### config.mk
export PLATFORM = sky130hd
export DESIGN_NAME = fu_div_flat
export DESIGN_NICKNAME = d
export VERILOG_FILES = /design/src/rtl/fu_pkg.sv /design/src/rtl/fu_div_if.sv /design/src/rtl/div_step.sv /design/src/rtl/fu_div.sv /design/src/flat_wrapper.sv
export SDC_FILE = /design/constraint.sdc
export NUM_CORES = 1
export LEC_CHECK = 0
export CELL_PAD_IN_SITES_DETAIL_PLACEMENT = 0
export CELL_PAD_IN_SITES_GLOBAL_PLACEMENT = 1
export CORE_UTILIZATION = 40
export DETAILED_ROUTE_END_ITERATION = 16
export HOLD_SLACK_MARGIN = 0.03
export PLACE_DENSITY = 0.85
export RECOVER_POWER = 100
export SLEW_MARGIN = 20
export SYNTH_ARGS = -nofsm -noshare
export SYNTH_HDL_FRONTEND = slang
export SYNTH_SLANG_ARGS = --single-unit
### constraint.sdc
create_clock -name clk -period 8.05 [get_ports clk]
set_input_delay 0.805 -clock clk [delete_from_list [all_inputs] [get_ports clk]]
set_output_delay 0.805 -clock clk [all_outputs]
set_load 0.01 [all_outputs]
### src/rtl/fu_pkg.sv
// -----------------------------------------------------------------------------
// fu_pkg
//   Definitions shared by the execute-stage functional units (multiply, divide).
//   - fu_state_e      : common three-state FU sequencer encoding
//   - FU_DIV_LATENCY  : cycles from the EN cycle to the finish cycle at the
//                       default width; fu_div_latency() for other widths
//   - FU_FINISH_CYCLES: width of the finish pulse, identical for every FU
// -----------------------------------------------------------------------------
package fu_pkg;

    typedef enum logic [1:0] {
        FU_IDLE = 2'b00,
        FU_CALC = 2'b01,
        FU_DONE = 2'b10
    } fu_state_e;

    localparam int FU_DIV_WIDTH     = 32;
    localparam int FU_DIV_LATENCY   = FU_DIV_WIDTH + 1;
    localparam int FU_FINISH_CYCLES = 1;

    // One quotient bit per CALC cycle plus the DONE cycle.
    function automatic int fu_div_latency(input int width);
        return width + 1;
    endfunction

endpackage

### src/rtl/fu_div_if.sv
// -----------------------------------------------------------------------------
// fu_div_if
//   Issue-side handshake of the divide functional unit.
//   EN, A, B      : start request and operands (driven by the issue logic)
//   res, rem      : registered quotient and remainder (driven by the FU)
//   finish        : one-cycle pulse, res/rem valid for the new operation
//   busy          : FU is in CALC or DONE; EN is ignored while high
//   Modports: master = issue logic, slave = functional unit.
// -----------------------------------------------------------------------------
interface fu_div_if #(
    parameter int WIDTH = 32
);
    import fu_pkg::*;

    logic             EN;
    logic [WIDTH-1:0] A;
    logic [WIDTH-1:0] B;
    logic [WIDTH-1:0] res;
    logic [WIDTH-1:0] rem;
    logic             finish;
    logic             busy;

    modport master (
        output EN, A, B,
        input  res, rem, finish, busy
    );

    modport slave (
        input  EN, A, B,
        output res, rem, finish, busy
    );

endinterface

### src/rtl/div_step.sv
// -----------------------------------------------------------------------------
// div_step
//   One combinational radix-2 restoring division iteration.
//   Ports:
//     prem      in   WIDTH  partial remainder (always < divisor on entry)
//     quot      in   WIDTH  quotient register, dividend bits still in the MSBs
//     divisor   in   WIDTH  divisor magnitude
//     prem_next out  WIDTH  partial remainder after this iteration
//     quot_next out  WIDTH  quotient register after this iteration
// -----------------------------------------------------------------------------
module div_step
    import fu_pkg::*;
#(
    parameter int WIDTH = 32
) (
    input  logic [WIDTH-1:0] prem,
    input  logic [WIDTH-1:0] quot,
    input  logic [WIDTH-1:0] divisor,
    output logic [WIDTH-1:0] prem_next,
    output logic [WIDTH-1:0] quot_next
);

    logic [WIDTH:0] shifted;
    logic [WIDTH:0] trial;
    logic           fits;

    // Because prem < divisor, shifted < 2*divisor and the difference lies in
    // (-2^WIDTH, 2^WIDTH): WIDTH+1 bits hold it, bit WIDTH is its sign.
    always_comb begin
        shifted   = {prem, quot[WIDTH-1]};
        trial     = shifted - {1'b0, divisor};
        fits      = ~trial[WIDTH];
        prem_next = fits ? trial[WIDTH-1:0] : shifted[WIDTH-1:0];
        quot_next = {quot[WIDTH-2:0], fits};
    end

endmodule

### src/rtl/fu_div.sv
// -----------------------------------------------------------------------------
// fu_div
//   Multi-cycle integer divide functional unit. Radix-2 restoring divider,
//   one quotient bit per cycle, fixed latency: finish pulses WIDTH+1 cycles
//   after the cycle in which EN is sampled in IDLE.
//   Ports:
//     clk   in  single clock, rising edge
//     rst   in  synchronous, active-high reset; aborts an operation in flight
//     bus   slave side of fu_div_if (EN, A, B in; res, rem, finish, busy out)
//   Divide by zero: res = all ones, rem = A.
//   Build option FU_DIV_SIGNED_EN: two's-complement operands, truncating
//   division (quotient negated when signs differ, remainder follows the
//   dividend's sign); A = -2^(WIDTH-1), B = -1 gives res = A, rem = 0.
//   Without the macro the unit is unsigned and carries no sign logic.
// -----------------------------------------------------------------------------
module fu_div
    import fu_pkg::*;
#(
    parameter int WIDTH = 32
) (
    input  logic     clk,
    input  logic     rst,
    fu_div_if.slave  bus
);

    localparam int CNT_W = $clog2(WIDTH);
    typedef logic [CNT_W-1:0] cnt_t;
    localparam cnt_t LAST_ITER = cnt_t'(WIDTH - 1);

    fu_state_e        state, state_next;
    cnt_t             cnt;
    logic             load, calc, last;

    // Datapath state
    logic [WIDTH-1:0] prem, quot, divisor;
    logic [WIDTH-1:0] a_reg;
    logic             div_zero;
    logic [WIDTH-1:0] prem_next, quot_next;
    logic [WIDTH-1:0] a_mag, b_mag;
    logic [WIDTH-1:0] q_fin, r_fin;
    logic [WIDTH-1:0] res_q, rem_q;

`ifdef FU_DIV_SIGNED_EN
    logic             neg_q, neg_r, ovf;
`endif

    // ------------------------------------------------------------------
    // Sequencer
    // ------------------------------------------------------------------
    // NOTE: every output of an always_comb gets a default first, so no path
    // leaves a variable unassigned and no latch is inferred.
    always_comb begin
        state_next = state;
        load       = 1'b0;
        calc       = 1'b0;
        last       = (cnt == LAST_ITER);
        unique case (state)
            FU_IDLE: begin
                if (bus.EN) begin
                    load       = 1'b1;
                    state_next = FU_CALC;
                end
            end
            FU_CALC: begin
                calc = 1'b1;
                if (last) begin
                    state_next = FU_DONE;
                end
            end
            FU_DONE: begin
                state_next = FU_IDLE;
            end
            default: begin
                state_next = FU_IDLE;
            end
        endcase
    end

    // NOTE: sequential state uses non-blocking assignments so every register
    // samples pre-edge values regardless of statement order.
    always_ff @(posedge clk) begin
        if (rst) begin
            state <= FU_IDLE;
            cnt   <= '0;
            res_q <= '0;
            rem_q <= '0;
        end else begin
            state <= state_next;
            if (load) begin
                cnt <= '0;
            end else if (calc && !last) begin
                cnt <= cnt + cnt_t'(1);
            end
            if (calc && last) begin
                res_q <= q_fin;
                rem_q <= r_fin;
            end
        end
    end

    // ------------------------------------------------------------------
    // Operand preparation: the core always divides magnitudes
    // ------------------------------------------------------------------
    always_comb begin
`ifdef FU_DIV_SIGNED_EN
        a_mag = bus.A[WIDTH-1] ? -bus.A : bus.A;
        b_mag = bus.B[WIDTH-1] ? -bus.B : bus.B;
`else
        a_mag = bus.A;
        b_mag = bus.B;
`endif
    end

    // NOTE: datapath registers have no reset; they are fully loaded on every
    // start and only observed after the FSM has walked through CALC.
    always_ff @(posedge clk) begin
        if (load) begin
            prem     <= '0;
            quot     <= a_mag;
            divisor  <= b_mag;
            a_reg    <= bus.A;
            div_zero <= (bus.B == '0);
`ifdef FU_DIV_SIGNED_EN
            neg_q    <= bus.A[WIDTH-1] ^ bus.B[WIDTH-1];
            neg_r    <= bus.A[WIDTH-1];
            ovf      <= (bus.A == {1'b1, {(WIDTH-1){1'b0}}}) && (bus.B == '1);
`endif
        end else if (calc) begin
            prem <= prem_next;
            quot <= quot_next;
        end
    end

    div_step #(
        .WIDTH (WIDTH)
    ) u_step (
        .prem      (prem),
        .quot      (quot),
        .divisor   (divisor),
        .prem_next (prem_next),
        .quot_next (quot_next)
    );

    // ------------------------------------------------------------------
    // Final result: built from the last iteration's outputs so res/rem
    // are written once, on the edge that leaves CALC.
    // ------------------------------------------------------------------
    always_comb begin
        q_fin = quot_next;
        r_fin = prem_next;
`ifdef FU_DIV_SIGNED_EN
        if (neg_q) begin
            q_fin = -quot_next;
        end
        if (neg_r) begin
            r_fin = -prem_next;
        end
        // The magnitude path already yields this, but the override keeps
        // the architectural result independent of the core's corner case.
        if (ovf) begin
            q_fin = a_reg;
            r_fin = '0;
        end
`endif
        // Zero divisor overrides everything, including sign correction.
        if (div_zero) begin
            q_fin = '1;
            r_fin = a_reg;
        end
    end

    assign bus.res    = res_q;
    assign bus.rem    = rem_q;
    assign bus.finish = (state == FU_DONE);
    assign bus.busy   = (state != FU_IDLE);

endmodule

### src/flat_wrapper.sv
// flat-port wrapper written by rule: the top's interface ports become plain ports
module fu_div_flat import fu_pkg::*;
#(
    parameter int WIDTH = 32
)
  (clk, rst, bus_EN, bus_A, bus_B, bus_res, bus_rem, bus_finish, bus_busy);
  fu_div_if #(.WIDTH(WIDTH)) bus_i ();
  input  logic clk;
  input  logic rst;
  input wire logic [$bits(bus_i.EN)-1:0] bus_EN;
  input wire logic [$bits(bus_i.A)-1:0] bus_A;
  input wire logic [$bits(bus_i.B)-1:0] bus_B;
  output wire logic [$bits(bus_i.res)-1:0] bus_res;
  output wire logic [$bits(bus_i.rem)-1:0] bus_rem;
  output wire logic [$bits(bus_i.finish)-1:0] bus_finish;
  output wire logic [$bits(bus_i.busy)-1:0] bus_busy;
  assign bus_i.EN = bus_EN;
  assign bus_i.A = bus_A;
  assign bus_i.B = bus_B;
  assign bus_res = bus_i.res;
  assign bus_rem = bus_i.rem;
  assign bus_finish = bus_i.finish;
  assign bus_busy = bus_i.busy;
  fu_div #(.WIDTH(WIDTH)) u_core (.clk(clk), .rst(rst), .bus(bus_i));
endmodule
Yosys cells after proc, flatten, opt, wreduce, memory -nomap -nowiden
Index checks and enable logic that the tools add are counted.
{"block": "classes", "eq_ne": 5, "muxes": 11, "n_bitwise": 1, "reduce_logical": 9, "n_addsub": 2}
{"op": "32-bit two-way mux", "count": 5}
{"op": "33-bit by 32-bit subtractor with 33-bit output", "count": 1}
{"op": "32-bit zero test", "count": 1}
{"op": "5-bit by 1-bit adder with 5-bit output (second input constant)", "count": 1}
{"op": "5-bit equality test (second input constant)", "count": 1}
{"op": "2-bit two-way mux", "count": 2}
{"op": "2-bit one-hot mux with 2 select lines", "count": 1}
{"op": "2-bit nonzero test", "count": 2}
{"op": "1-bit two-way mux", "count": 3}
{"op": "2-bit by 1-bit equality test with 1-bit output (second input constant)", "count": 1}
{"op": "2-bit equality test (second input constant)", "count": 1}
{"op": "1-bit logical AND", "count": 2}
{"op": "2-bit zero test", "count": 1}
{"op": "2-bit by 1-bit != test with 1-bit output (second input constant)", "count": 1}
{"op": "2-bit != test (second input constant)", "count": 1}
{"op": "2-bit AND reduction", "count": 1}
{"op": "2-bit OR reduction", "count": 1}
{"op": "1-bit zero test", "count": 1}
{"op": "1-bit NOT", "count": 1}
{"block": "totals", "register_bits": 200, "word_cells": 37, "input_bits": 67}

Depth between registers and ports, before layout
{"block": "logic_depth", "depth_word": 4, "mapped_depth": 14, "mapped_depth_nobuf": 12}

By module
Synthesis repeated with hierarchy kept, for this count alone.
{"block": "unflattened", "hier_cells": 941, "hier_area_um2": 9973.3}
{"mod": "fu_div", "cells_per_inst": 604, "seq_area_each_um2": 4974.8, "area_each_um2": 7374.6, "n_inst": 1}
{"mod": "div_step", "cells_per_inst": 337, "seq_area_each_um2": 0.0, "area_each_um2": 2598.7, "n_inst": 1}

Worst setup path before layout
OpenSTA, ideal clock, no wires.
{"block": "synth_path", "path_kind": "input-to-reg", "start": "input bus_EN", "end": "register u_core.a_reg[0] (enable)", "setup_slack_ps": 4530, "arrival_time_ps": 3065, "n_path_buf": 1, "cell_stages": 3, "required_ps": 7595, "path_cell_list": "nand2_1 -> clkinv_1 -> clkbuf_1"}
{"block": "synth_between", "elab_chain_cells": 2}
{"element": "start: declaration", "line": "flat_wrapper.sv:10", "text": "input wire logic [$bits(bus_i.EN)-1:0] bus_EN;"}
{"element": "1-bit two-way mux", "line": "fu_div.sv:59", "text": "if (bus.EN) begin"}
{"element": "1-bit two-way mux", "line": "fu_div.sv:57", "text": "unique case (state)"}
{"element": "via u_core.load", "line": "fu_div.sv:32", "text": "logic load, calc, last;"}
{"element": "end signal: assignment", "line": "fu_div.sv:121", "text": "a_reg <= bus.A;"}
{"element": "end: declaration", "line": "fu_div.sv:36", "text": "logic [WIDTH-1:0] a_reg;"}
The timed path passes the listed nets, and every way through them passes these cells.
A chain may end at the register's enable or synchronous reset.

Final worst setup path
{"block": "layout_path", "start": "register u_core.divisor[0]", "end": "register u_core.rem_q[10], in the netlist u_core.bus.rem[10]"}
{"block": "layout_between", "elab_chain_cells": 3}
{"element": "start: declaration", "line": "fu_div.sv:35", "text": "logic [WIDTH-1:0] prem, quot, divisor;"}
{"element": "start signal: assignment", "line": "fu_div.sv:120", "text": "divisor <= b_mag;"}
{"element": "33-bit by 32-bit subtractor with 33-bit output", "line": "div_step.sv:31", "text": "trial = shifted - {1'b0, divisor};"}
{"element": "32-bit two-way mux", "line": "div_step.sv:33", "text": "prem_next = fits ? trial[WIDTH-1:0] : shifted[WIDTH-1:0];"}
{"element": "32-bit two-way mux", "line": "fu_div.sv:166", "text": "if (div_zero) begin"}
{"element": "end signal: assignment", "line": "fu_div.sv:96", "text": "rem_q <= r_fin;"}
{"element": "end: declaration", "line": "fu_div.sv:41", "text": "logic [WIDTH-1:0] res_q, rem_q;"}
No other way between the ends.

==> results by group <==
Status
  – Outcome: finished, violations left
  – Failing checks: capacitance limit, slew limit

Finish
  – ANT cells: 0
  – Nets: 1200
  – # fillers: 2240
  – Commonest non-fill, non-tap cell in the layout: nand2_1
  – Area grow syn2layout: 21.81%
  – Layout cells sized above 1: 0.04770
  – Post-layout util: 0.4987
  – Fin cells: 1430
  – Commonest cells after routing, fill and taps aside: nand2_1, dlygate4sd3_1, dfxtp_1
  – Fin area: 0.01174 mm²

GRT
  – Pin count of the biggest net entering global routing: 75
  – Total gr overflow: 0
  – First-pass GRT wire length: 40.52 mm
  – Vias in the first global route: 7267
  – Initial antenna violation count: 0
  – Tot GR Track Use: 0.2131

Hold path
  – Worst Hold Class: reg2reg
  – Min-Delay Startpoint: u_core.bus.rem[29]$_SDFFE_PP0P_
  – Cells on Worst Hold Path: 2

Floorplanning
  – Die ar.: 0.02472 mm²
  – Die H: 157.2 µm
  – Rows: 56
  – Initial Util: 0.4094
  – I/O pin total: 133
  – Core area: 0.02354 mm²
  – Die width: 157.2 µm

Routing
  – Initial DRC count: 498
  – Routed via count: 7688
  – Wire length per cell: 17.77 µm
  – Antenna-violating nets left: 0
  – Initial DRT Pass Iterations: 5
  – Drt total wl: 25.41 mm
  – # DRC: 0
  – Vias/cell: 5.376

STA
  – Count of final hold-check violations: 0
  – Slew headroom: -0.6733
  – Slew Viols, Final: 98
  – Post-route minimum period: 5379 ps
  – Fmax achieved: 185.9 MHz
  – RSZ-0062 raised after global routing: no
  – # setup viols final: 0
  – Clk_skew: 13.07 ps
  – Tcrit/Tclk final: 0.6682
  – Worst Tran Pin Value: 2510 ps
  – Setup total negative slack: 0 ps

Clock tree
  – Clock tree buffer depth: 2
  – Clk sinks: 200
  – CTS tree: done
  – Post-CTS setup buffer count: 0
  – Root Buffer: clkbuf_16
  – CTS clk-pin slew, worst paths: 80 ps
  – H-tree levels: 4
  – Worst-Skew Late Latency: 440 ps
  – PostCTS Resize Cnt: 0
  – Num CTS Buffers: 17
  – # hold bufs at CTS: 0

Synth
  – Top post-synthesis cells by area: edfxtp_1, dfxtp_1, nand2_1, ha_1, nor3_1
  – Seq/Total Area, Yosys: 0.5161
  – Yosys warns: 0
  – Asr flop ratio synth: 0
  – Synth Cell Area: 0.009639 mm²
  – #FFs+latches synth: 200
  – Post-synth EDFFs: 97
  – Post-Syn Area per Cell: 9.668 µm²
  – Ys flop type: dfxtp_1
  – Post-synth cell types: 64
  – Area share of the largest cell type after synthesis: 0.3022
  – Syn nets: 1099
  – Post-synth top area cell: edfxtp_1
  – Synthesized instance count: 997

Worst setup path
  – Req. time, crit path: 8420 ps
  – CP Cell Sequence: ha_1 -> fa_1 -> or2b_1 -> a21oi_1 -> o21ai_0 -> a211oi_1 -> o2111ai_1 -> a21oi_4 -> clkbuf_1 -> mux2i_1 -> a2111oi_0 -> a31o_1
  – RR Startpoint: u_core.divisor[0]$_DFFE_PP_
  – Critical Path Stages: 12
  – Setup crit start kind: flip-flop
  – CP max-delay cell: clkbuf_1
  – Worst path top cell family by delay: compound AO/OA/AOI/OAI gates
  – CP max stage delay: 1680 ps
  – Max FO, Critical Path: 38
  – Worst reg-to-reg path cell count: 12
  – Crit path arrival time: 5750 ps
  – CP Capture Type: flip-flop
  – CP Buf/Inv Count: 1
  – Crit path kind: reg2reg
  – Critical path origin: u_core.divisor[0]$_DFFE_PP_

Power
  – Pwr Density: 245.9 mW/mm²
  – Pleak: 4.710 nW
  – Peak VDD IR: 0.0001200 V
  – Final Power: 2.887 mW

Placement
  – Placed cells: 1398
  – Detailed placer's ending HPWL: 17.59 mm
  – Port bufs: 132
  – Gpl congestion: 0.8920
  – Post-DP Area: 0.01119 mm²

Flow run
  – Max Cap Viol: 3
## tightest hold or removal path: stages (launching register included)
cell	delay, ps
dfxtp_1	320
nand3_1	60
o41ai_1	50
## kinds of logic (layout without fill, tap and decap cells)
logic type | count (synthesis) | in the layout | share of synthesized area
AOI/OAI and AO/OA | 212 | 212 | 0.1541
xor gates and xnor gates | 32 | 32 | 0.02907
adders and majority gates | 35 | 35 | 0.04621
buffers and inverters | 102 | 216 | 0.04296
DFF | 200 | 200 | 0.5161
muxes | 27 | 27 | 0.02830
and+or+nand+nor | 389 | 389 | 0.1833
## cell type report
type,instances,area (µm²),area share
tap,319,399.1,0.03399
inverter,41,155.1,0.01321
multi-input combinational,695,4228,0.3601
clock inverter,14,157.7,0.01343
timing repair buffer,143,1388,0.1182
sequential,200,4975,0.4237
clock buffer,18,439.2,0.03740
## power by group
group / leakage [nW] / internal [mW] / total [mW] / switching (mW)
Combinational: 2.65 / 0.303 / 0.781 / 0.477
Clock: 0.288 / 0.450 / 0.871 / 0.421
Sequential: 1.77 / 1.17 / 1.24 / 0.0675
Total: 4.71 / 1.92 / 2.89 / 0.965
## metal layers
| metal | share of wire | GRT usage | up-vias |
|---|---|---|---|
| li1 | - | - | 3795 |
| met1 | 0.49 | 0.3154 | 3668 |
| met2 | 0.45 | 0.3192 | 199 |
| met3 | 0.050 | 0.03442 | 26 |
| met4 | 0.015 | 0.05871 | 0 |
| met5 | 0 | 0 | - |
## per-stage QoR
step,hold slack (ps),setup WS [ps]
after floorplan,442.6,4530
after global placement,463.5,4501
after detailed placement,468.5,4417
after CTS,478.8,4308
after global routing,501.6,2397
final,469.8,2671
## final timing paths
kind	end	slack, ps
hold reg to reg	u_core.bus.rem[29]$_SDFFE_PP0P_	470
setup / recovery	u_core.bus.rem[10]$_SDFFE_PP0P_	2670
setup reg to reg	u_core.bus.rem[10]$_SDFFE_PP0P_	2670
hold / removal	u_core.bus.rem[29]$_SDFFE_PP0P_	470
## synth_stat cells (3+ instances only)
master	instances
a211oi_1	11
a31o_1	15
clkbuf_1	48
mux2i_1	25
o31ai_1	5
and2_1	13
or3_1	3
nand2b_1	6
buf_6	3
o211ai_1	4
o221ai_1	3
xor2_1	16
o21a_1	10
nand2_1	161
a21o_1	13
a21oi_1	41
edfxtp_1	97
a32o_1	4
ha_1	34
o21ai_0	52
and3_1	7
o41ai_1	5
buf_1	5
nand3_1	14
xnor2_1	16
nor2_1	72
a31oi_1	8
nor2b_1	6
o211a_1	5
inv_1	40
nor4_1	10
a2111oi_1	15
o22ai_1	3
and4_1	3
nor3_1	77
dfxtp_1	103
nand4_1	8
buf_2	4
No activity file was read; power rests on OpenSTA's default activity.
